==> src/rtl/frame_writer.sv <==
// frame_writer
// Queues pixel-write requests for a 160x120, 3-bit framebuffer and writes one
// pixel per clock. A clear request first drains the queue, then fills the
// whole screen with the captured colour, one address per clock.
//
// Parameters
//   FIFO_DEPTH      pixel FIFO entries, power of two, 2..32
// Ports
//   clk_i           single clock, rising edge
//   reset_i         asynchronous active-high reset
//   plot_i          pixel-write request, qualified by x_i/y_i/colour_i
//   x_i, y_i        pixel column (0..159) and row (0..119)
//   colour_i        pixel value
//   ready_o         registered; a request is taken on any edge with plot_i && ready_o
//   clear_i         fill-screen request, sampled every edge
//   clear_colour_i  fill value, captured together with clear_i
//   busy_o          registered; high whenever the writer is not idle
//   mem_addr_o      framebuffer write address (y*160+x)
//   mem_data_o      framebuffer write data
//   mem_we_o        framebuffer write strobe, one write per high cycle
//   drop_count_o    saturating count of out-of-range requests
//                   (only when FRAME_WRITER_DROP_CNT_EN is defined)
//
// Build option
//   FRAME_WRITER_DROP_CNT_EN  adds the drop_count_o port and its counter;
//                             out-of-range requests are discarded either way.
//
// state   | meaning
// --------+------------------------------------------
// S_IDLE  | FIFO empty, no clear pending
// S_DRAIN | FIFO non-empty, popping one entry per edge
// S_FLUSH | clear pending, FIFO still draining
// S_CLEAR | sequential fill of addresses 0..19199

module frame_writer #(
   parameter int FIFO_DEPTH = 8
) (
   input  logic        clk_i,
   input  logic        reset_i,
   input  logic        plot_i,
   input  logic [7:0]  x_i,
   input  logic [6:0]  y_i,
   input  logic [2:0]  colour_i,
   output logic        ready_o,
   input  logic        clear_i,
   input  logic [2:0]  clear_colour_i,
   output logic        busy_o,
   output logic [14:0] mem_addr_o,
   output logic [2:0]  mem_data_o,
   output logic        mem_we_o
`ifdef FRAME_WRITER_DROP_CNT_EN
   ,
   output logic [7:0]  drop_count_o
`endif
);

   localparam int PW = (FIFO_DEPTH > 1) ? $clog2(FIFO_DEPTH) : 1;
   localparam int CW = PW + 1;
   localparam logic [CW-1:0] FULL      = CW'(FIFO_DEPTH);
   localparam logic [14:0]   LAST_ADDR = 15'd19199;

   typedef enum logic [1:0] {
      S_IDLE,
      S_DRAIN,
      S_FLUSH,
      S_CLEAR
   } state_t;

   state_t         state_q, state_d;
   logic [PW-1:0]  wr_ptr_q, wr_ptr_d;
   logic [PW-1:0]  rd_ptr_q, rd_ptr_d;
   logic [CW-1:0]  count_q, count_d;
   logic [14:0]    fill_q, fill_d;
   logic [2:0]     fill_colour_q, fill_colour_d;
   logic           ready_q, ready_d;
   logic           busy_q, busy_d;
   logic           we_q, we_d;
   logic [14:0]    addr_q, addr_d;
   logic [2:0]     data_q, data_d;

   // entry layout: {y[6:0], x[7:0], colour[2:0]}
   logic [17:0]    fifo_mem [FIFO_DEPTH];

   logic           accept;
   logic           in_range;
   logic           push;
   logic           pop;
   logic [17:0]    rd_entry;
   logic [6:0]     rd_y;
   logic [7:0]     rd_x;
   logic [2:0]     rd_colour;
   logic [14:0]    pix_addr;

   assign accept    = plot_i & ready_q;
   assign in_range  = (x_i < 8'd160) && (y_i < 7'd120);
   assign push      = accept & in_range;
   assign pop       = (count_q != '0) && ((state_q == S_DRAIN) || (state_q == S_FLUSH));

   assign rd_entry  = fifo_mem[rd_ptr_q];
   assign rd_y      = rd_entry[17:11];
   assign rd_x      = rd_entry[10:3];
   assign rd_colour = rd_entry[2:0];
   // y*160 + x without a multiplier: y*128 + y*32 + x, max 19199 fits 15 bits
   assign pix_addr  = ({8'd0, rd_y} << 7) + ({8'd0, rd_y} << 5) + {7'd0, rd_x};

   always_comb begin
      wr_ptr_d      = push ? wr_ptr_q + PW'(1) : wr_ptr_q;
      rd_ptr_d      = pop  ? rd_ptr_q + PW'(1) : rd_ptr_q;

      unique case ({push, pop})
         2'b10:   count_d = count_q + CW'(1);
         2'b01:   count_d = count_q - CW'(1);
         default: count_d = count_q;
      endcase

      state_d       = state_q;
      fill_d        = fill_q;
      fill_colour_d = fill_colour_q;

      unique case (state_q)
         S_IDLE, S_DRAIN: begin
            if (clear_i) begin
               fill_colour_d = clear_colour_i;
               // a plot taken on this same edge is still written before the fill
               state_d = (count_d == '0) ? S_CLEAR : S_FLUSH;
            end else if (count_d != '0) begin
               state_d = S_DRAIN;
            end else begin
               state_d = S_IDLE;
            end
         end
         S_FLUSH: begin
            if (count_d == '0) state_d = S_CLEAR;
         end
         S_CLEAR: begin
            if (fill_q == LAST_ADDR) begin
               state_d = S_IDLE;
               fill_d  = '0;
            end else begin
               fill_d  = fill_q + 15'd1;
            end
         end
         default: state_d = S_IDLE;
      endcase

      ready_d = (count_d != FULL) && (state_d != S_FLUSH) && (state_d != S_CLEAR);
      busy_d  = (state_d != S_IDLE);

      we_d    = 1'b0;
      addr_d  = addr_q;
      data_d  = data_q;
      if (pop) begin
         we_d   = 1'b1;
         addr_d = pix_addr;
         data_d = rd_colour;
      end else if (state_q == S_CLEAR) begin
         we_d   = 1'b1;
         addr_d = fill_q;
         data_d = fill_colour_q;
      end
   end

   always_ff @(posedge clk_i or posedge reset_i) begin
      if (reset_i) begin
         state_q       <= S_IDLE;
         wr_ptr_q      <= '0;
         rd_ptr_q      <= '0;
         count_q       <= '0;
         fill_q        <= '0;
         fill_colour_q <= '0;
         ready_q       <= 1'b0;
         busy_q        <= 1'b0;
         we_q          <= 1'b0;
         addr_q        <= '0;
         data_q        <= '0;
      end else begin
         state_q       <= state_d;
         wr_ptr_q      <= wr_ptr_d;
         rd_ptr_q      <= rd_ptr_d;
         count_q       <= count_d;
         fill_q        <= fill_d;
         fill_colour_q <= fill_colour_d;
         ready_q       <= ready_d;
         busy_q        <= busy_d;
         we_q          <= we_d;
         addr_q        <= addr_d;
         data_q        <= data_d;
      end
   end

   // storage needs no reset; only the pointers and count define validity
   always_ff @(posedge clk_i) begin
      if (push) fifo_mem[wr_ptr_q] <= {y_i, x_i, colour_i};
   end

   assign ready_o    = ready_q;
   assign busy_o     = busy_q;
   assign mem_we_o   = we_q;
   assign mem_addr_o = addr_q;
   assign mem_data_o = data_q;

`ifdef FRAME_WRITER_DROP_CNT_EN
   logic [7:0] drop_q, drop_d;

   always_comb begin
      drop_d = drop_q;
      if (accept && !in_range && (drop_q != 8'hFF)) drop_d = drop_q + 8'd1;
   end

   always_ff @(posedge clk_i or posedge reset_i) begin
      if (reset_i) drop_q <= '0;
      else         drop_q <= drop_d;
   end

   assign drop_count_o = drop_q;
`endif

endmodule

==> config.mk <==
export PLATFORM = sky130hd
export DESIGN_NAME = frame_writer
export DESIGN_NICKNAME = d
export VERILOG_FILES = /design/src/rtl/frame_writer.sv
export SDC_FILE = /design/constraint.sdc
export NUM_CORES = 1
export LEC_CHECK = 0
export CAP_MARGIN = 10
export CORE_MARGIN = 2
export CORE_UTILIZATION = 55
export CTS_BUF_LIST = sky130_fd_sc_hd__clkbuf_8
export CTS_CLUSTER_SIZE = 40
export DETAILED_ROUTE_END_ITERATION = 6
export GPL_TIMING_DRIVEN = 0
export PLACE_DENSITY_LB_ADDON = 0.3
export SLEW_MARGIN = 0
export SYNTH_ARGS = -nofsm -noshare
export SYNTH_HDL_FRONTEND = slang
export SYNTH_SLANG_ARGS = --single-unit
==> constraint.sdc <==
create_clock -name clk_i -period 4.2 [get_ports clk_i]
set_clock_uncertainty 0.15 [all_clocks]
set_input_delay 0.42 -clock clk_i [delete_from_list [all_inputs] [get_ports clk_i]]
set_output_delay 0.42 -clock clk_i [all_outputs]
set_load 0.02 [all_outputs]
==> impl_metrics.toml <==
[yosys]
seq_area_frac_synth_pct = 67.2
yosysWarnings = 0
yosys-top-cells-count = "144 x edfxtp_1, 51 x dfrtp_1, 36 x mux4_2"
synth-main-ff-cell = "edfxtp_1"
synth-async-reset-ratio_pct = 26.2
synth_most_common_cell = "edfxtp_1"
syn-instance-count = 509
yosys.cell_types.count = 47
syn_area_per_cell_sq_um = 16.4
synth_top_area_share_pct = 51.9
synthesis.nets = 559
syn-cell-area_sq_um = 8340
synth_area_leaders = "edfxtp_1 52%, dfrtp_1 15%, mux4_2 9.7%, ha_1 3.5%, mux2i_1 2.0%"
synth_top_cell_by_area = "edfxtp_1"
synth_edf_count = 144
synth-seq-cells = 195

[sta]
slew_violations = 0
rsz0062_at_grt = "yes"
tns_ns = 0
min_period_ns = 4.06
setup_viol = 0
worstMarginPinSlew_ns = 0.817
max_freq_mhz = 246
slew_headroom_pct = 45.5
holdWs_ns = 0.105
post-route-period-util_pct = 96.6
final_hold_viol_count = 0

[routing]
drc = 0
wl_per_cell_microns = 20.7
routed_wirelength_mm = 16.2
post_drt_via_cell_ratio = 5.84
first_pass_iters = 5
ant_nets = 0
drt_iter0_markers = 417
vias = 4573

[floorplanning]
die_h_microns = 127
initial_core_util_pct = 55.5
fp-row-count = 45
boundaryPins = 46
die_width_microns = 127
fp.dieArea_sq_um = 16200
core_sq_um = 15000

[power_and_ir_drop]
cellPowerDensity_nw_per_um2 = 336
leakagePower_nw = 3.55
vdd_drop_max_mv = 0.269

[clocking]
cts_max_level = 4
numCtsBuffers = 17
root_buffer = "clkbuf_8"
worstSkewPairLatency_ns = 0.46
cts_tree = "built"
clock_sinks = 195
cts_buffer_depth = 2
clk_pin_slew_ns = 0.09

[cells_and_area]
layoutNonFillerInstCount = 783
syn2layout_area_growth_pct = 16.1
fillers = 1043
final_util_pct = 64.4
nNetsFinal = 632
antenna_cells = 0
drive_gt1_share_pct = 19.7

[worst_setup_path]
critPathCaptureType = "flip-flop"
path_max_fanout = 10
cpMaxStageDelayCell = "fa_1"
worst_ep_arrival_time_ns = 4.28
path_common_cell = "buf_8"
worst-setup-path-type = "reg -> reg"
start_kind = "flip-flop"
worstRegToRegCells = 13
critPathMaxStageDelay_ns = 0.54
crit_required_ns = 4.42
crit_chain = "buf_8, buf_8, buf_8, mux4_2, mux2_2, fa_1, ha_1, a21o_1, a21oi_2, o21bai_1, a2111oi_4, nor3_1, a211oi_1"

[grt]
grt_overflow = 0
track_usage_pct = 21.4
grt_pass1_wl_mm = 25.5
grt_pass1_vias = 4655
antenna_found_initial = 0
grt_start_max_net_pins = 36

[placement]
post-dp-hpwl_mm = 11.4
place_congestion = 0.860
placed_cells = 753
port_buffers = 45

[job]
maxCapViolCount = 0

[run_status]
status = "finished, final reports clean"

[min_path]
hp-class = "in -> async"
per-stage QoR:
stage / setup slack (ns) / total power [W] / area, sq um
2_1_floorplan: 0.00406 / 0.00212 / 8340
3_3_place_gp: -1.02 / 0.00216 / 9030
3_5_place_dp: -0.941 / 0.00216 / 9230
4_1_cts: 0.0000320 / 0.00328 / 9650
5_1_grt: -0.120 / 0.00335 / 9680
6_report: 0.142 / 0.00325 / 9680
cells in the final DEF, fill, tap and decap left out, types with 3 or more instances in the layout:
cell type,netlist,final
nor2_1,29,23
mux4_2,36,36
a21o_1,3,3
nor2_2,0,6
a211oi_1,11,10
nand3_1,8,8
mux2_2,15,15
a21oi_1,17,15
ha_1,23,23
mux2i_1,17,17
edfxtp_1,144,144
o31ai_1,3,3
nor2b_1,12,12
o21ai_0,14,13
clkbuf_1,13,9
clkbuf_8,0,17
buf_8,0,8
xnor2_1,14,14
nand2_1,26,26
nand2b_1,6,6
buf_6,1,5
o211ai_1,3,3
nand4_1,7,7
xor2_1,8,8
inv_6,0,4
clkdlybuf4s50_1,0,45
inv_1,12,12
dfrtp_1,51,51
sequential cells by signal, indices dropped and copies added, names as in the netlist:
name and flops:
fill_colour_q 3, fifo_mem 144, wr_ptr_q 3, ready_o 1
mem_we_o 1, fill_q 15, mem_addr_o 15, busy_o 1
count_q 4, state_q 2, rd_ptr_q 3, mem_data_o 3
final timing paths:
kind	start	endpoint	slack [ns]
hold reg to reg	fill_colour_q[2]	fill_colour_q[2]	0.37
setup / recovery	rd_ptr_q[0]	mem_addr_o[13]	0.14
setup reg to reg	rd_ptr_q[0]	mem_addr_o[13]	0.14
min in group clk_i	fill_colour_q[2]	fill_colour_q[2]	0.37
max in group asynchronous	reset_i	fill_q[11]	3.28
hold / removal	reset_i	state_q[0]	0.11
where the power goes:
group | leakage [nW] | switching [W] | internal [W]
clock network | 0.189 | 0.000656 | 0.000476
logic | 1.40 | 0.0000307 | 0.0000222
registers | 1.96 | 0 | 0.00207
critical path, delay by kind of cell, from the launching register on:
family                   cells  cell delay (ns)
flip-flops                   1             0.40
AO/OA/AOI/OAI                5             1.04
AND/OR/NAND/NOR              1             0.10
multiplexers                 2             0.86
adder cells (fa/ha/maj)      2             0.86
buffers and inverters        3             0.56
cell type report:
| type | instances | area, sq um | area share [%] |
|---|---|---|---|
| Buffer | 19 | 130 | 1.34 |
| Clock buffer | 17 | 234 | 2.42 |
| Clock inverter | 15 | 131 | 1.36 |
| Inverter | 12 | 45.0 | 0.465 |
| Multi-Input combinational cell | 281 | 2670 | 27.6 |
| Sequential cell | 195 | 5600 | 57.9 |
| Tap cell | 188 | 235 | 2.43 |
| Timing Repair Buffer | 56 | 631 | 6.51 |
repair_timing:
| item | 4_1_cts | 5_1_grt |
|---|---|---|
| hold buffers | 0 | 0 |
| pin swaps | 1 | 0 |
| setup buffers | 0 | 0 |
| resized for setup | 17 | 6 |
| setup endpoints to repair | 9 | 5 |
per-layer routing:
layer / track usage [%] / up-vias / routed length (microns)
li1: - / 2101 / -
met1: 29.2 / 2315 / 7060
met2: 34.8 / 141 / 8110
met3: 4.90 / 16 / 764
met4: 6.66 / 0 / 236
met5: 0 / - / 0
logic make-up (layout without fill, tap and decap cells):
kind of cell | Yosys count | in the layout | share of synthesized area [%]
DFF | 195 | 195 | 67.2
and+or+nand+nor | 100 | 100 | 5.79
muxes | 69 | 69 | 14.0
AOI/OAI and AO/OA | 65 | 65 | 5.16
buffers and inverters | 33 | 119 | 1.68
adders and majority gates | 25 | 25 | 3.93
xor gates and xnor gates | 22 | 22 | 2.31
(Power assumes the default switching activity.)
==> RTL change 1 (same settings) <==
Build with the macro `FRAME_WRITER_DROP_CNT_EN` defined.
--- a/src/rtl/frame_writer.sv
+++ b/src/rtl/frame_writer.sv
@@ -32,6 +32,8 @@
 // S_FLUSH | clear pending, FIFO still draining
 // S_CLEAR | sequential fill of addresses 0..19199
 
+`define FRAME_WRITER_DROP_CNT_EN
+
 module frame_writer #(
    parameter int FIFO_DEPTH = 8
 ) (
Function (old outputs only; new: drop_count_o): kept (equiv_simple and equiv_induct, registers matched by name and starting in step).
==> RTL change 1 against the original RTL <==
  * Design area up 6.4%
  * Sequential power up 4%
  * Via count up 7.6%
  * Sequential share of layout area down 1.5 points
  * Power up 16%
  * Worst setup slack better by 0.11 ns
  * Area after synthesis up 4.1%
  * Synthesized cell count up 5.3%
  * Routed wire length up 6.6%
  * Sequential cell count up 8
  * Worst hold slack worse by 0.0077 ns
  * Combinational power up 5.3%
  * Non-clock buffer count up 7
  * Critical path type unchanged
  * Largest cell class unchanged
==> RTL change 1: results (changes against the original RTL) <==
ROUTE
-----------------------------------------------------------------------------------------
Count of routing violations after the opening detailed-route iteration                376   -9.8%
Total wire length after detailed routing                                          17.2 mm   +6.6%
Vias post-DR                                                                         4922   +7.6%

LOGIC SYNTHESIS
-----------------------------------------------------------------------------------------
Synthesized-area fraction occupied by ao, oa, aoi and oai cells                    0.0507   -0.000892
Part of the Yosys area used for sequential elements                                 0.668   -0.00356
Synth cell count leaders                                                     sky130_fd_sc_hd__edfxtp_1 (144), sky130_fd_sc_hd__dfrtp_1 (59), sky130_fd_sc_hd__mux4_2 (36)
Proportion of register bits with asynchronous set or reset after synthesis          0.291   +0.0291
Number of distinct library cells after synthesis                                       48   +2.1%
Xor-xnor portion of the synthesized cell area                                      0.0282   +0.00514
Syn nets                                                                              587   +5.0%
Mux cell area share after synthesis                                                 0.135   -0.00481
Synth area leaders                                                           sky130_fd_sc_hd__edfxtp_1 (50%), sky130_fd_sc_hd__dfrtp_1 (17%), sky130_fd_sc_hd__mux4_2 (9.3%)
Adder-cell share of the synthesized area                                           0.0392   -0.000117

SETUP PATH
-----------------------------------------------------------------------------------------
Critical R2R Launch                                                           rd_ptr_q[1]
Slowest cell delay on critical path                                               0.54 ns   about the same
Setup slack on the worst flop-to-flop path                                        0.25 ns   +0.11 ns
Data arrival time of the critical path                                            4.21 ns   -0.07 ns

POWER AND IR DROP
-----------------------------------------------------------------------------------------
Maximum ir drop on the vdd rail                                                0.000243 V   -9.4%
Leakage power total                                                               3.80 nW   +7.2%

FINAL LAYOUT
-----------------------------------------------------------------------------------------
Share of final-layout standard cells stronger than drive strength 1                 0.198   +0.00153
Total Nets Final                                                                      685   +8.4%
Number of filler cells placed in the layout                                          1071   +2.7%

GLOBAL ROUTE
-----------------------------------------------------------------------------------------
First-pass GRT wire length                                                        27.1 mm   +6.2%
Total track usage                                                                   0.216   +0.00212
Via count of the first global-routing pass                                           5101   +9.6%
Largest net degree at the start of global routing                                      40   +11%

STA
-----------------------------------------------------------------------------------------
Hold Worst Slack                                                                0.0977 ns   -0.00770 ns
Normalized max-slew margin                                                          0.316   -0.139

OUTCOME
-----------------------------------------------------------------------------------------
Status                                                                       complete, no violations

HOLD PATH
-----------------------------------------------------------------------------------------
Path type of the worst min-delay path                                        input pin to async pin

PLACEMENT
-----------------------------------------------------------------------------------------
Routability cong.                                                                   0.837   -2.6%
Post-detail-place hpwl                                                            11.9 mm   +3.7%

CTS
-----------------------------------------------------------------------------------------
Root Buffer Master                                                           sky130_fd_sc_hd__clkbuf_8
Clock buffers created by TritonCTS                                                     34   +17
Clock latency at the later pin of the worst-skew pair                             0.54 ns   +0.08 ns
Clock buffer depth                                                                      3   +1
Maximum level of the CTS H-tree                                                         2   -2

-- RTL change 1: changes by cell type in the layout (fill, tap and decap cells not counted), sizes merged, moves of 3 or more --
cell	before	now
a21oi	18	15
clkdlybuf4s50	45	53
o21ai	14	19
nor2	29	21
nand2	26	33
nand4	7	11
xnor2	14	19
clkinv	4	8
clkbuf	28	46
inv	20	26
dfrtp	51	59
and3	2	5
-- RTL change 1: power by group --
part	total (W)	switching, W	internal, W
clock	0.00158	0.000758	0.000818
sequential	0.00215	0	0.00215
combinational	0.0000557	0.0000334	0.0000224
total	0.00378	0.000791	0.00299
-- RTL change 1: routing by layer --
metal / share of wire / global-route usage / up-vias / wire (um)
met5: 0 / 0 / - / 0
met4: 0.019 / 0.0708 / 0 / 333
met3: 0.055 / 0.0417 / 36 / 942
met2: 0.50 / 0.359 / 155 / 8550
met1: 0.43 / 0.291 / 2467 / 7410
li1: - / - / 2264 / -
-- RTL change 1: how the worst max path moves through the flow --
stage           startpoint         endpoint  slack (ns)  cells past startpoint
4_1_cts        rd_ptr_q[0]   mem_addr_o[13]        0.08                     12
5_1_grt        rd_ptr_q[0]   mem_addr_o[13]       0.003                     12
2_1_floorplan  rd_ptr_q[0]   mem_addr_o[13]        0.18                     12
3_5_place_dp   rd_ptr_q[1]   mem_addr_o[13]       -0.55                     12
3_3_place_gp        x_i[6]  fifo_mem[0][11]       -0.70                      5
6_report       rd_ptr_q[1]   mem_addr_o[13]        0.25                     12
-- RTL change 1: logic make-up (layout without fill, tap and decap cells) --
group	after synthesis	count (layout)
mux	70	70
buf+inv	33	153
flops	203	203
xor+xnor	28	28
simple gates	110	110
fa+ha+maj	26	26
compound gates	66	66
-- RTL change 1: what timing repair did --
| item | in CTS | in global routing |
|---|---|---|
| resized for setup | 10 | 6 |
| hold buffers | 0 | 0 |
| buffers inserted | 1 | 0 |
| pin swaps | 1 | 1 |
| setup endpoints to repair | 7 | 4 |
-- RTL change 1: area by class of cell --
class | instances | area [um^2] | area share
buffer | 19 | 110 | 0.0107
clock buffer | 37 | 509 | 0.0495
clock inverter | 21 | 105 | 0.0102
inverter | 13 | 48.8 | 0.00474
multi-input combinational | 300 | 2790 | 0.271
sequential | 203 | 5800 | 0.563
tap | 211 | 264 | 0.0256
timing repair buffer | 63 | 671 | 0.0651
-- RTL change 1: stage by stage --
step	setup TNS [ns]	util	instances	area [um^2]	worst slack (ns)
global route	0	0.672	867	10300	0.00300
finish	0	0.672	867	10300	0.250
global placement	-24.83	0.619	800	9480	-0.695
CTS	0	0.672	868	10300	0.0790
detailed placement	-1.91	0.629	809	9640	-0.546
floorplan	0	-	536	8680	0.178
==> RTL change 2 (same settings) <==
Made on the original files. Take the reset off `addr_q` and load it in a clocked block of its own.
--- a/src/rtl/frame_writer.sv
+++ b/src/rtl/frame_writer.sv
@@ -171,7 +171,6 @@
          ready_q       <= 1'b0;
          busy_q        <= 1'b0;
          we_q          <= 1'b0;
-         addr_q        <= '0;
          data_q        <= '0;
       end else begin
          state_q       <= state_d;
@@ -183,9 +182,12 @@
          ready_q       <= ready_d;
          busy_q        <= busy_d;
          we_q          <= we_d;
-         addr_q        <= addr_d;
          data_q        <= data_d;
       end
+   end
+
+   always_ff @(posedge clk_i) begin
+      addr_q <= addr_d;
    end
 
    // storage needs no reset; only the pointers and count define validity
Check against the original RTL: differs if reset_i is asserted again (counterexample within 4 cycles, from zero or initial values and one cycle with reset_i high); with reset_i held inactive, the same outputs for 10 cycles.
==> RTL change 2 against the original RTL <==
  * Routed wire length grew 0.25%
  * Critical path depth decreased by 1
  * Synthesized cell count decreased by 3.9%
  * Worst setup slack gained 0.095 ns
  * Design area is 0.83% lower
  * Sequential cell count unchanged
  * Cell count decreased by 2.8%
  * Area after synthesis is 1.3% lower
  * Largest cell class unchanged
Power is not compared: it rests on default switching activity, and its combinational part moved more than twofold at a synthesized area within 25%.
==> RTL change 2: results (changes against the original RTL) <==
OUTCOME
-----------------------------------------------------------------------------------------
Status                                                                       complete, no violations

LOGIC SYNTHESIS
-----------------------------------------------------------------------------------------
Number of enable flip-flop cells after synthesis                                      159   +10%
Number of distinct library cells after synthesis                                       46   -2.1%
Proportion of register bits with asynchronous set or reset after synthesis          0.185   -0.0769
Synth cell count leaders                                                     sky130_fd_sc_hd__edfxtp_1 (159), sky130_fd_sc_hd__nand2_1 (46), sky130_fd_sc_hd__dfrtp_1 (36), sky130_fd_sc_hd__mux4_2 (36)
Synth area leaders                                                           sky130_fd_sc_hd__edfxtp_1 (58%), sky130_fd_sc_hd__dfrtp_1 (11%), sky130_fd_sc_hd__mux4_2 (9.9%)
Part of the Yosys area used for sequential elements                                 0.690   +0.0180
Synth Area per Inst                                                             16.8 um^2   +2.7%

PLACEMENT
-----------------------------------------------------------------------------------------
Cell total after placement                                                            729   -3.2%
Post-detail-place hpwl                                                            11.1 mm   -3.1%
Post-Place Cell Area                                                         0.00911 mm^2   -1.3%
Setup slack at placement                                                        -0.559 ns   +0.382 ns
Routability cong.                                                                   0.855   -0.63%

CTS
-----------------------------------------------------------------------------------------
Clock buffer depth                                                                      2   unchanged
Clock latency at the later pin of the worst-skew pair                             0.47 ns
Post-CTS Setup Repair Bufs                                                              1   +1
Cts repair resizes                                                                     14   -3

FINAL LAYOUT
-----------------------------------------------------------------------------------------
ClkCell Share                                                                      0.0431   +0.00540
Flip-flop count of the largest register after layout                                  144   unchanged
Share of final-layout standard cells stronger than drive strength 1                 0.205   +0.00787
Non-clock buffering overhead in the final layout                                   0.0778   -0.000778
Multi-input logic area                                                       0.00248 mm^2   -7.3%
Nonclk buf count                                                                       72   -4.0%
Count of non-CTS inverters in the layout                                               14   +2
Multi-input combinational cell count                                                  264   -6.0%
Number of filler cells placed in the layout                                           955   -8.4%
Total Nets Final                                                                      614   -2.8%

GLOBAL ROUTE
-----------------------------------------------------------------------------------------
Total track usage                                                                   0.214   +0.000774
Number of antenna violations at the first check in global routing                       0   unchanged
Via count of the first global-routing pass                                           4558   -2.1%
Largest net degree at the start of global routing                                      25   -31%
First-pass GRT wire length                                                        25.3 mm   -0.65%

STA
-----------------------------------------------------------------------------------------
Hold Worst Slack                                                                 0.163 ns   +0.0576 ns
Actual transition at the worst max-transition pin                                0.897 ns   +0.0800 ns
Final number of setup-violating endpoints                                               0   unchanged
Final critical-path required period                                               3.96 ns   -0.0951 ns

ROUTE
-----------------------------------------------------------------------------------------
Detailed-route wire length per cell                                               21.3 um   +3.1%
Detail-routed via count per cell                                                     5.99   +2.6%
Total wire length after detailed routing                                          16.2 mm   +0.25%
Metal1 wirelength                                                                 7.06 mm   about the same
Count of routing violations after the opening detailed-route iteration                582   +40%
Met2 Routed Length                                                                7.93 mm   -2.2%
Met3 WL                                                                            884 um   +16%

SETUP PATH
-----------------------------------------------------------------------------------------
Capture instance of the worst register-to-register path                      mem_addr_o[13]
R2R cell count                                                                         12   -1
Setup slack on the worst flop-to-flop path                                        0.24 ns   +0.10 ns

POWER AND IR DROP
-----------------------------------------------------------------------------------------
Switching power                                                                 0.00275 W

-- RTL change 2: changes by cell type after synthesis, moves of 5 or more --
cell                       delta
sky130_fd_sc_hd__nand2_1     +20
sky130_fd_sc_hd__dfrtp_1     -15
sky130_fd_sc_hd__edfxtp_1    +15
sky130_fd_sc_hd__nor2_1      -13
sky130_fd_sc_hd__o21ai_0      +9
sky130_fd_sc_hd__a211oi_1     -8
sky130_fd_sc_hd__nor2b_1      -7
sky130_fd_sc_hd__mux2i_1      -6
sky130_fd_sc_hd__or3_1        +6
sky130_fd_sc_hd__a21oi_1      -5
sky130_fd_sc_hd__nand3_1      -5
-- RTL change 2: metal layers --
metal,up-vias,track usage
met2,175,0.346
li1,2043,-
met3,28,0.0422
met1,2315,0.297
met4,0,0.0743
met5,-,0
-- RTL change 2: cells by family (layout without fill, tap and decap cells) --
| kind of cell | Yosys count | after routing | share of synthesized area |
|---|---|---|---|
| multiplexers | 61 | 61 | 0.131 |
| adder cells (fa/ha/maj) | 25 | 25 | 0.0398 |
| flip-flops | 195 | 195 | 0.690 |
| XOR/XNOR | 20 | 20 | 0.0213 |
| AND/OR/NAND/NOR | 100 | 100 | 0.0579 |
| buffers and inverters | 30 | 118 | 0.0152 |
| AO/OA/AOI/OAI | 58 | 58 | 0.0452 |
-- RTL change 2: power by group through the flow --
stage | Combinational, W | Clock, W | Sequential, W
floorplan | 0.00222 | 0 | 0.00276
global placement | 0.00320 | 0 | 0.00265
detailed placement | 0.00332 | 0 | 0.00267
CTS | 0.00343 | 0.00128 | 0.00264
global route | 0.00383 | 0.00136 | 0.00267
finish | 0.00350 | 0.00126 | 0.00264
